<file path="config.mk">
export PLATFORM = sky130hd
export DESIGN_NAME = prog_loader_flat
export DESIGN_NICKNAME = d
export VERILOG_FILES = /design/src/rtl/prog_loader_if.sv /design/src/rtl/prog_loader.sv /design/src/flat_wrapper.sv
export SDC_FILE = /design/constraint.sdc
export NUM_CORES = 1
export LEC_CHECK = 0
export ABC_CLOCK_PERIOD_IN_PS = 2920
export CAP_MARGIN = 15
export CELL_PAD_IN_SITES_DETAIL_PLACEMENT = 1
export CELL_PAD_IN_SITES_GLOBAL_PLACEMENT = 1
export CORE_UTILIZATION = 40
export CTS_BUF_LIST = sky130_fd_sc_hd__clkbuf_8 sky130_fd_sc_hd__clkbuf_16
export DETAILED_ROUTE_END_ITERATION = 8
export PLACE_DENSITY = 0.79
export REMOVE_ABC_BUFFERS = 1
export SLEW_MARGIN = 20
export SYNTH_ARGS = -nofsm -noshare
export SYNTH_HDL_FRONTEND = slang
export SYNTH_SLANG_ARGS = --single-unit
</file>
<file path="constraint.sdc">
create_clock -name clk -period 2.92 [get_ports clk]
set_clock_uncertainty 0.1 [all_clocks]
set_input_delay 0.438 -clock clk [delete_from_list [all_inputs] [get_ports clk]]
set_output_delay 0.438 -clock clk [all_outputs]
set_load 0.05 [all_outputs]
</file>
<file path="src/rtl/prog_loader_if.sv">
// Byte-stream input and program-store write port of the Nibbler program loader.
// The loader sits on the slave side: it consumes the byte stream and drives the
// program-store write port. The byte source and the store use the master side.
interface prog_loader_if #(
  parameter int ADDR_W = 12,
  parameter int DATA_W = 8
);
  logic [DATA_W-1:0] in_data;
  logic              in_valid;
  logic              in_ready;
  logic              mem_we;
  logic [ADDR_W-1:0] mem_addr;
  logic [DATA_W-1:0] mem_wdata;

  modport master (
    output in_data,
    output in_valid,
    input  in_ready,
    input  mem_we,
    input  mem_addr,
    input  mem_wdata
  );

  modport slave (
    input  in_data,
    input  in_valid,
    output in_ready,
    output mem_we,
    output mem_addr,
    output mem_wdata
  );
endinterface

</file>
<file path="src/rtl/prog_loader.sv">
// Program-memory loader for the Nibbler CPU.
// Accepts instruction bytes over valid/ready and writes them to consecutive
// program-store addresses starting at 0. Holds the CPU in reset while loading
// and reports completion plus an 8-bit running checksum of the loaded bytes.
module prog_loader #(
  parameter int ADDR_W = 12,
  parameter int DATA_W = 8
) (
  input  logic              clk,
  input  logic              reset_n,
  input  logic              start,
  input  logic [ADDR_W:0]   len,
  prog_loader_if.slave      bus,
  output logic              busy,
  output logic              cpu_hold,
  output logic              done,
  output logic [DATA_W-1:0] checksum
);

  // Counter width has one spare bit so a full-depth load can count to DEPTH
  // without the address wrapping back to 0.
  localparam int               CW    = ADDR_W + 1;
  localparam logic [ADDR_W:0]  DEPTH = {1'b1, {ADDR_W{1'b0}}};

  typedef enum logic [1:0] {
    S_IDLE = 2'd0,
    S_LOAD = 2'd1,
    S_DONE = 2'd2
  } state_t;

  // Requested length saturated to the program-store depth.
  function automatic logic [ADDR_W:0] clamp_len(input logic [ADDR_W:0] l);
    return (l > DEPTH) ? DEPTH : l;
  endfunction

  // Checksum accumulation wraps modulo 2^DATA_W.
  function automatic logic [DATA_W-1:0] sum_wrap(input logic [DATA_W-1:0] a,
                                                 input logic [DATA_W-1:0] b);
    return a + b;
  endfunction

  state_t            state_q,     state_d;
  logic [ADDR_W:0]   cnt_q,       cnt_d;
  logic [ADDR_W:0]   lim_q,       lim_d;
  logic [DATA_W-1:0] sum_q,       sum_d;
  logic              in_ready_q,  in_ready_d;
  logic              busy_q,      busy_d;
  logic              done_q,      done_d;
  logic              mem_we_q,    mem_we_d;
  logic [ADDR_W-1:0] mem_addr_q,  mem_addr_d;
  logic [DATA_W-1:0] mem_wdata_q, mem_wdata_d;

  logic beat;
  logic last_beat;

  // A beat needs only the registered ready, so in_valid never feeds in_ready.
  assign beat      = bus.in_valid && in_ready_q;
  assign last_beat = beat && (cnt_q == (lim_q - CW'(1)));

  // Next-state and next-output decode; all outputs are registered from here.
  always_comb begin
    state_d     = state_q;
    cnt_d       = cnt_q;
    lim_d       = lim_q;
    sum_d       = sum_q;
    in_ready_d  = in_ready_q;
    busy_d      = busy_q;
    done_d      = done_q;
    mem_we_d    = 1'b0;
    mem_addr_d  = mem_addr_q;
    mem_wdata_d = mem_wdata_q;

    unique case (state_q)
      S_IDLE, S_DONE: begin
        if (start) begin
          sum_d = '0;
          cnt_d = '0;
          if (len == '0) begin
            // Empty load completes immediately without touching the store.
            state_d    = S_DONE;
            in_ready_d = 1'b0;
            busy_d     = 1'b0;
            done_d     = 1'b1;
          end else begin
            state_d    = S_LOAD;
            lim_d      = clamp_len(len);
            in_ready_d = 1'b1;
            busy_d     = 1'b1;
            done_d     = 1'b0;
          end
        end
      end

      S_LOAD: begin
        // start is deliberately not looked at while loading.
        if (beat) begin
          mem_we_d    = 1'b1;
          mem_addr_d  = cnt_q[ADDR_W-1:0];
          mem_wdata_d = bus.in_data;
          sum_d       = sum_wrap(sum_q, bus.in_data);
          cnt_d       = cnt_q + CW'(1);
          if (last_beat) begin
            state_d    = S_DONE;
            in_ready_d = 1'b0;
            busy_d     = 1'b0;
            done_d     = 1'b1;
          end
        end
      end

      default: begin
        state_d    = S_IDLE;
        in_ready_d = 1'b0;
        busy_d     = 1'b0;
        done_d     = 1'b0;
      end
    endcase
  end

  // State and output registers; reset drops any write still in flight.
  always_ff @(posedge clk or negedge reset_n) begin
    if (!reset_n) begin
      state_q     <= S_IDLE;
      cnt_q       <= '0;
      lim_q       <= '0;
      sum_q       <= '0;
      in_ready_q  <= 1'b0;
      busy_q      <= 1'b0;
      done_q      <= 1'b0;
      mem_we_q    <= 1'b0;
      mem_addr_q  <= '0;
      mem_wdata_q <= '0;
    end else begin
      state_q     <= state_d;
      cnt_q       <= cnt_d;
      lim_q       <= lim_d;
      sum_q       <= sum_d;
      in_ready_q  <= in_ready_d;
      busy_q      <= busy_d;
      done_q      <= done_d;
      mem_we_q    <= mem_we_d;
      mem_addr_q  <= mem_addr_d;
      mem_wdata_q <= mem_wdata_d;
    end
  end

  assign bus.in_ready  = in_ready_q;
  assign bus.mem_we    = mem_we_q;
  assign bus.mem_addr  = mem_addr_q;
  assign bus.mem_wdata = mem_wdata_q;
  assign busy          = busy_q;
  assign cpu_hold      = busy_q;
  assign done          = done_q;
  assign checksum      = sum_q;

endmodule

</file>
<file path="src/flat_wrapper.sv">
// flat-port wrapper written by rule: the top's interface ports become plain ports
module prog_loader_flat 
#(
  parameter int ADDR_W = 12,
  parameter int DATA_W = 8
)
  (clk, reset_n, start, len, busy, cpu_hold, done, checksum, bus_in_data, bus_in_valid, bus_in_ready, bus_mem_we, bus_mem_addr, bus_mem_wdata);
  prog_loader_if #(.ADDR_W(ADDR_W), .DATA_W(DATA_W)) bus_i ();
  input  logic clk;
  input  logic reset_n;
  input  logic start;
  input  logic [ADDR_W:0] len;
  output logic busy;
  output logic cpu_hold;
  output logic done;
  output logic [DATA_W-1:0] checksum;
  input wire logic [$bits(bus_i.in_data)-1:0] bus_in_data;
  input wire logic [$bits(bus_i.in_valid)-1:0] bus_in_valid;
  output wire logic [$bits(bus_i.in_ready)-1:0] bus_in_ready;
  output wire logic [$bits(bus_i.mem_we)-1:0] bus_mem_we;
  output wire logic [$bits(bus_i.mem_addr)-1:0] bus_mem_addr;
  output wire logic [$bits(bus_i.mem_wdata)-1:0] bus_mem_wdata;
  assign bus_i.in_data = bus_in_data;
  assign bus_i.in_valid = bus_in_valid;
  assign bus_in_ready = bus_i.in_ready;
  assign bus_mem_we = bus_i.mem_we;
  assign bus_mem_addr = bus_i.mem_addr;
  assign bus_mem_wdata = bus_i.mem_wdata;
  prog_loader #(.ADDR_W(ADDR_W), .DATA_W(DATA_W)) u_core (.clk(clk), .reset_n(reset_n), .start(start), .len(len), .bus(bus_i), .busy(busy), .cpu_hold(cpu_hold), .done(done), .checksum(checksum));
endmodule
</file>
==> results.yml, run 1 <==
final_layout:
  syn2layout_area_growth_pct: 28.47
  fin_util_pct: 54.03
  nFillCells: 850
  layout.nets: 433
  mostFrequentLayoutCell: "nand2_1"
  n_antenna_cell: 0
  layout-drive-gt1-share_pct: 8.706
  final_cell_mix: "nand2_1 (84), dfrtp_1 (57), clkdlybuf4s50_1 (56), nor2_1 (25), xor2_1 (16)"
global_route:
  grt_pass1_vias: 2764
  grt_max_degree: 41
  antenna_found_initial: 0
  grt_util_all_layers_pct: 20.63
  overflow: 0
  grt_pass1_wl_mm: 13.34
critical_path:
  crit_path_max_fanout: 5
  slowest_stage: "or4b_4"
  r2r-start: "u_core.lim_q[0]"
  critical_path_class: "reg2reg"
  critical-path-max-stage-delay_ns: 0.53
  regToRegEndpoint: "u_core.done"
  cp.required_ns: 3.02
  end_kind: "flop"
  crit_chain: "inv_1 > ha_1 > or4b_4 > nor3_4 > mux2_1 > a311oi_2 > o31ai_1"
  r2r.worst_path.cells: 7
  startpoint_type: "flop"
  arrival_ns: 2.66
  r2r_slack_ns: 0.37
detailed_routing:
  drt_pre_antenna_iters: 4
  avgRoutedWirePerCell_um: 15.30
  drt-total-wl_mm: 7.666
  drc: 0
  via_per_inst: 5.176
  antenna_left: 0
  vias: 2593
  first_iter_violations: 91
synth:
  synth_area_um2: 3115
  synth_area_leaders: "dfrtp_1 (46%), nand2_1 (10%), xor2_1 (4.5%)"
  yosysTopAreaCell: "dfrtp_1"
  synth_top_area_share_pct: 45.78
  yosysWarningCount: 0
  syn_inst: 339
  synth_area_per_cell_um2: 9.190
  synthFlopType: "dfrtp_1"
  ys_async_sr_fraction_pct: 100.0
  synth-edff-count: 0
  synth-seq-cells: 57
  synth-seq-area-share_pct: 45.78
  synth.distinct_cells: 58
pwr:
  internal_power_w: 0.002344
  switching_share_pct: 44.77
  powerDensity_nw_per_um2: 1060
  power.switching_w: 0.001900
  clockPowerShare_pct: 18.8
  total_power_w: 0.004244
  leakage_nw: 1.847
  power.share.sequential_pct: 32.0
  ir_worst_vdd_v: 0.0003865
  combinationalPowerShare_pct: 49.2
clock_tree:
  postCtsSetupBuffers: 0
  cts_root_buf: "clkbuf_8"
  cts_resized: 0
  cts_buffers: 9
  path_clk_slew_ns: 0.06
  cts.hold.buffers_added: 1
  cts.sinks: 57
  clock_latency_ns: 0.34
  htreeDepth: 3
  cts_buffer_depth: 2
  cts_tree: "done"
floorplanning:
  core-area_um2: 7408
  num_io_pins: 58
  die_h_um: 90.26
  die_area_um2: 8146
  initial_core_util_pct: 42.05
  placementRows: 31
  die_w_um: 90.26
sta:
  finalCritPeriodShare_pct: 87.44
  rsz0062_at_grt: "no"
  hold_viol: 0
  relSlewSlack_pct: 60.39
  setup_violations: 0
  worst_pin_slew_ns: 0.5897
  fmax_ghz: 0.3917
  slew_violations: 0
  finalCriticalPeriod_ns: 2.553
worst_hold_path:
  holdPathStages: 2
  hp-class: "reg2reg"
  hold_path_end: "u_core.bus.mem_addr[9]"
  hp-start: "u_core.bus.mem_addr[9]"
job:
  drv_cap: 0
run_status:
  status: "finished clean"
place:
  dpl.hpwl_mm: 5.511
  place.gp.congestion: 0.8179
  io_buffers: 57
## metal layers
| layer | wire length (um) | track usage (%) | vias up |
|---|---|---|---|
| met5 | 0 | 0 | - |
| met4 | 127 | 8.871 | 0 |
| met3 | 200 | 2.946 | 8 |
| met2 | 3719 | 33.52 | 53 |
| met1 | 3619 | 27.48 | 1261 |
| li1 | - | - | 1271 |
## worst max-delay path, delay by kind of cell (launching register included)
family / cells / cell delay (ns)
DFF: 1 / 0.43
AOI/OAI and AO/OA: 2 / 0.51
adders and majority gates: 1 / 0.21
muxes: 1 / 0.37
and+or+nand+nor: 2 / 0.71
buffers and inverters: 1 / 0.10
## synth_stat cells, drive strengths merged (3+ instances only)
library cell / count
ha: 9
a211oi: 3
inv: 5
nand3: 13
clkbuf: 9
nor4: 4
xor2: 16
o21ai: 19
nor3: 8
nor2: 25
buf: 9
a21oi: 5
dfrtp: 57
nand3b: 7
xnor2: 11
nand2: 84
nand4: 4
nand2b: 9
mux2i: 3
## registers in the layout, indices dropped and copies added (netlist names)
name,count
u_core.bus.mem_wdata,8
u_core.lim_q,13
u_core.bus.mem_we,1
u_core.cnt_q,13
u_core.checksum,8
u_core.bus.in_ready,1
u_core.done,1
u_core.bus.mem_addr,12
## per-stage QoR
step / std cells / TNS [ns] / hold WS, ns / setup slack (ns) / area [um^2]
6_report: 501 / 0 / 0.3729 / 0.3667 / 4003
5_1_grt: 501 / 0 / 0.4176 / 0.2607 / 4003
4_1_cts: 501 / 0 / 0.3786 / 0.3531 / 4003
3_5_place_dp: 485 / 0 / 0.3452 / 0.2197 / 3782
3_3_place_gp: 485 / 0 / 0.3356 / 0.3102 / 3782
2_1_floorplan: 321 / -15.11 / 0.04241 / -1.040 / 3020
## worst max path at each step
stage / start / endpoint / slack (ns)
global placement: bus_in_data[0] / u_core.checksum[6] / 0.31
detailed placement: bus_in_data[1] / u_core.checksum[7] / 0.22
floorplan: u_core.bus.in_ready / u_core.cnt_q[9] / -1.04
CTS: u_core.lim_q[0] / u_core.done / 0.35
finish: u_core.lim_q[0] / u_core.done / 0.37
global route: u_core.lim_q[0] / u_core.done / 0.26
## power by group through the flow
stage	clock (W)	sequential (W)	combinational [W]
floorplan	0	0.00177	0.000998
global placement	0	0.00135	0.00202
detailed placement	0	0.00136	0.00208
CTS	0.000816	0.00136	0.00211
global route	0.000850	0.00140	0.00227
finish	0.000798	0.00136	0.00209
## area by class of cell
| cell class | count | area [um^2] | share of cell area [%] |
|---|---|---|---|
| clock inverter | 5 | 72.57 | 1.813 |
| timing repair buffer | 66 | 648.1 | 16.19 |
| tap | 99 | 123.9 | 3.095 |
| clock buffer | 10 | 137.6 | 3.439 |
| sequential | 57 | 1426 | 35.64 |
| multi-input combinational | 259 | 1575 | 39.36 |
| inverter | 5 | 18.77 | 0.4689 |
## kinds of logic after synthesis
kind of cell             after synthesis  synth area share, %
AND/OR/NAND/NOR                      172                27.23
flip-flops                            57                45.78
AO/OA/AOI/OAI                         46                10.16
XOR/XNOR                              27                7.590
buffers and inverters                 23                3.654
adder cells (fa/ha/maj)               10                4.257
multiplexers                           4                1.325
Note: power is estimated with default switching activity, not from simulation.
==> run 2: changes to the inputs <==
--- a/config.mk
+++ b/config.mk
@@ -18,3 +18,4 @@
 export SYNTH_ARGS = -nofsm -noshare
 export SYNTH_HDL_FRONTEND = slang
 export SYNTH_SLANG_ARGS = --single-unit
+export TNS_END_PERCENT = 1
==> results of run 2 <==
Final layout, timing and power as in run 1 (identical DEF).
==> run 3: changes to the inputs <==
--- a/config.mk
+++ b/config.mk
@@ -5,16 +5,16 @@
 export SDC_FILE = /design/constraint.sdc
 export NUM_CORES = 1
 export LEC_CHECK = 0
-export ABC_CLOCK_PERIOD_IN_PS = 2920
+export ABC_CLOCK_PERIOD_IN_PS = 3140
 export CAP_MARGIN = 15
 export CELL_PAD_IN_SITES_DETAIL_PLACEMENT = 1
 export CELL_PAD_IN_SITES_GLOBAL_PLACEMENT = 1
-export CORE_UTILIZATION = 40
+export CORE_UTILIZATION = 43
 export CTS_BUF_LIST = sky130_fd_sc_hd__clkbuf_8 sky130_fd_sc_hd__clkbuf_16
 export DETAILED_ROUTE_END_ITERATION = 8
-export PLACE_DENSITY = 0.79
+export PLACE_DENSITY = 0.84
 export REMOVE_ABC_BUFFERS = 1
-export SLEW_MARGIN = 20
+export SLEW_MARGIN = 15
 export SYNTH_ARGS = -nofsm -noshare
 export SYNTH_HDL_FRONTEND = slang
 export SYNTH_SLANG_ARGS = --single-unit
==> constraint.sdc (replaced) <==
create_clock -name clk -period 3.14 [get_ports clk]
set_clock_uncertainty 0.1 [all_clocks]
set_input_delay 0.471 -clock clk [delete_from_list [all_inputs] [get_ports clk]]
set_output_delay 0.471 -clock clk [all_outputs]
set_load 0.05 [all_outputs]
==> run 3 against run 2 <==
  * Flip-flop and latch count unchanged
  * Sequential power down 7%
  * Setup slack better by 0.22 ns
  * Worst hold slack better by 0.0052 ns
  * Non-clock buffer count down 1
  * First-iteration DRC count up 49%
  * Combinational power down 7%
==> results.yml, run 3 (synthesized netlist as in run 1, its figures left out) <==
pwr:
  clockPowerShare_pct: 17.1
  internal_power_w: 0.002075
  leakage_nw: 1.811
  power.switching_w: 0.001793
  ir_worst_vdd_v: 0.0004950
  power.share.sequential_pct: 32.7
  switching_share_pct: 46.36
  combinationalPowerShare_pct: 50.3
  powerDensity_nw_per_um2: 978.6
detailed_routing:
  vias: 2621
  first_iter_violations: 136
  antenna_left: 0
  drt_pre_antenna_iters: 4
  avgRoutedWirePerCell_um: 15.82
  via_per_inst: 5.274
  drc: 0
  drt-total-wl_mm: 7.864
run_status:
  status: "finished clean"
clock_tree:
  cts_root_buf: "clkbuf_8"
  postCtsSetupBuffers: 0
  htreeDepth: 3
  cts.sinks: 57
  cts_resized: 0
  cts_tree: "done"
  cts.hold.buffers_added: 1
  path_clk_slew_ns: 0.07
  clock_latency_ns: 0.35
  cts_buffers: 9
  cts_buffer_depth: 2
critical_path:
  crit_path_max_fanout: 5
  end_kind: "flop"
  critical_path_class: "reg2reg"
  cp_top_family: "simple AND/OR/NAND/NOR gates"
  startpoint_type: "flop"
  crit_buf_inv: 1
  slowest_stage: "or4b_4"
  crit_chain: "inv_1 > ha_1 > or4b_4 > nor3_4 > mux2_1 > a311oi_2 > o31a_1"
  cp.required_ns: 3.32
  arrival_ns: 2.74
  r2r_slack_ns: 0.59
  critical-path-max-stage-delay_ns: 0.53
final_layout:
  mostFrequentLayoutCell: "nand2_1"
  final_cell_mix: "nand2_1 (84), dfrtp_1 (57), clkdlybuf4s50_1 (56), nor2_1 (25), xor2_1 (16)"
  finalInstanceArea_um2: 3953
  syn2layout_area_growth_pct: 26.87
  layout-drive-gt1-share_pct: 8.978
  n_antenna_cell: 0
  layout.nets: 432
  nFillCells: 810
sta:
  slew_violations: 0
  finalCritPeriodShare_pct: 81.35
  rsz0062_at_grt: "no"
  relSlewSlack_pct: 66.24
  hold_viol: 0
  finalCriticalPeriod_ns: 2.554
  worst_pin_slew_ns: 0.5048
  timing.hold.ws_ns: 0.3781
  fmax_ghz: 0.3915
  setup_violations: 0
floorplanning:
  placementRows: 30
  initial_core_util_pct: 45.11
  num_io_pins: 58
  die_area_um2: 7590
  die_w_um: 87.12
  die_h_um: 87.12
  core-area_um2: 6907
place:
  dpl.hpwl_mm: 5.790
  place.gp.congestion: 0.8681
  placed_cell_area_um2: 3759
  io_buffers: 57
worst_hold_path:
  hp-class: "reg2reg"
global_route:
  grt_pass1_vias: 2709
  antenna_found_initial: 0
  grt_util_all_layers_pct: 23.28
  overflow: 0
  grt_max_degree: 41
  grt_pass1_wl_mm: 13.36
job:
  drv_cap: 0
[run 3: changes by cell type in the layout (fill, tap and decap cells not counted), sizes merged]
cell / before / now
buf: 9 / 8
bufinv: 2 / 1
clkbuf: 10 / 9
clkinv: 1 / 3
clkinvlp: 0 / 2
inv: 7 / 5
[run 3: stage by stage]
step / util, % / std cells / TNS [ns] / total power, W / setup slack, ns
2_1_floorplan: - / 321 / -6.939 / 0.002571 / -0.8196
3_3_place_gp: 54.42 / 481 / 0 / 0.003114 / 0.4363
3_5_place_dp: 54.42 / 481 / 0 / 0.003211 / 0.3713
4_1_cts: 57.23 / 497 / 0 / 0.003891 / 0.5649
5_1_grt: 57.23 / 497 / 0 / 0.004137 / 0.4896
6_report: 57.23 / 497 / 0 / 0.003868 / 0.5855
[run 3: per-layer routing]
metal  share of wire, %  up-vias  global-route usage (%)
met5                  0        -                       0
met1                 45     1289                   29.71
met4                2.0        0                   10.58
met3                2.9       12                   3.981
li1                   -     1269                       -
met2                 50       51                   38.73
[run 3: final cells by class]
class | instances | area, um^2 | area share (%)
Clock inverter | 6 | 60.06 | 1.519
Multi-Input combinational cell | 259 | 1575 | 39.85
Inverter | 5 | 18.77 | 0.4748
Tap cell | 96 | 120.1 | 3.039
Clock buffer | 9 | 123.9 | 3.134
Timing Repair Buffer | 65 | 628.1 | 15.89
Sequential cell | 57 | 1426 | 36.09
[run 3: tightest hold or removal path: cells and delay by family (launching register included)]
family / cells / cell delay, ns
DFF: 1 / 0.34
and+or+nand+nor: 2 / 0.11
[run 3: power groups by stage]
stage | Sequential, W | Clock, W | Combinational (W)
2_1_floorplan | 0.00164 | 0 | 0.000928
3_3_place_gp | 0.00125 | 0 | 0.00186
3_5_place_dp | 0.00127 | 0 | 0.00194
4_1_cts | 0.00126 | 0.000675 | 0.00196
5_1_grt | 0.00130 | 0.000709 | 0.00213
6_report | 0.00126 | 0.000660 | 0.00194
[run 3: final timing paths]
path,startpoint,end,cells after the start
setup / recovery,u_core.lim_q[0],u_core.bus.in_ready,7
hold / removal,u_core.bus.mem_wdata[3],u_core.bus.mem_wdata[3],2
setup reg to reg,u_core.lim_q[0],u_core.bus.in_ready,7
hold reg to reg,u_core.bus.mem_wdata[3],u_core.bus.mem_wdata[3],2
max in group asynchronous,reset_n,u_core.cnt_q[8],3
min in group asynchronous,reset_n,u_core.checksum[7],2
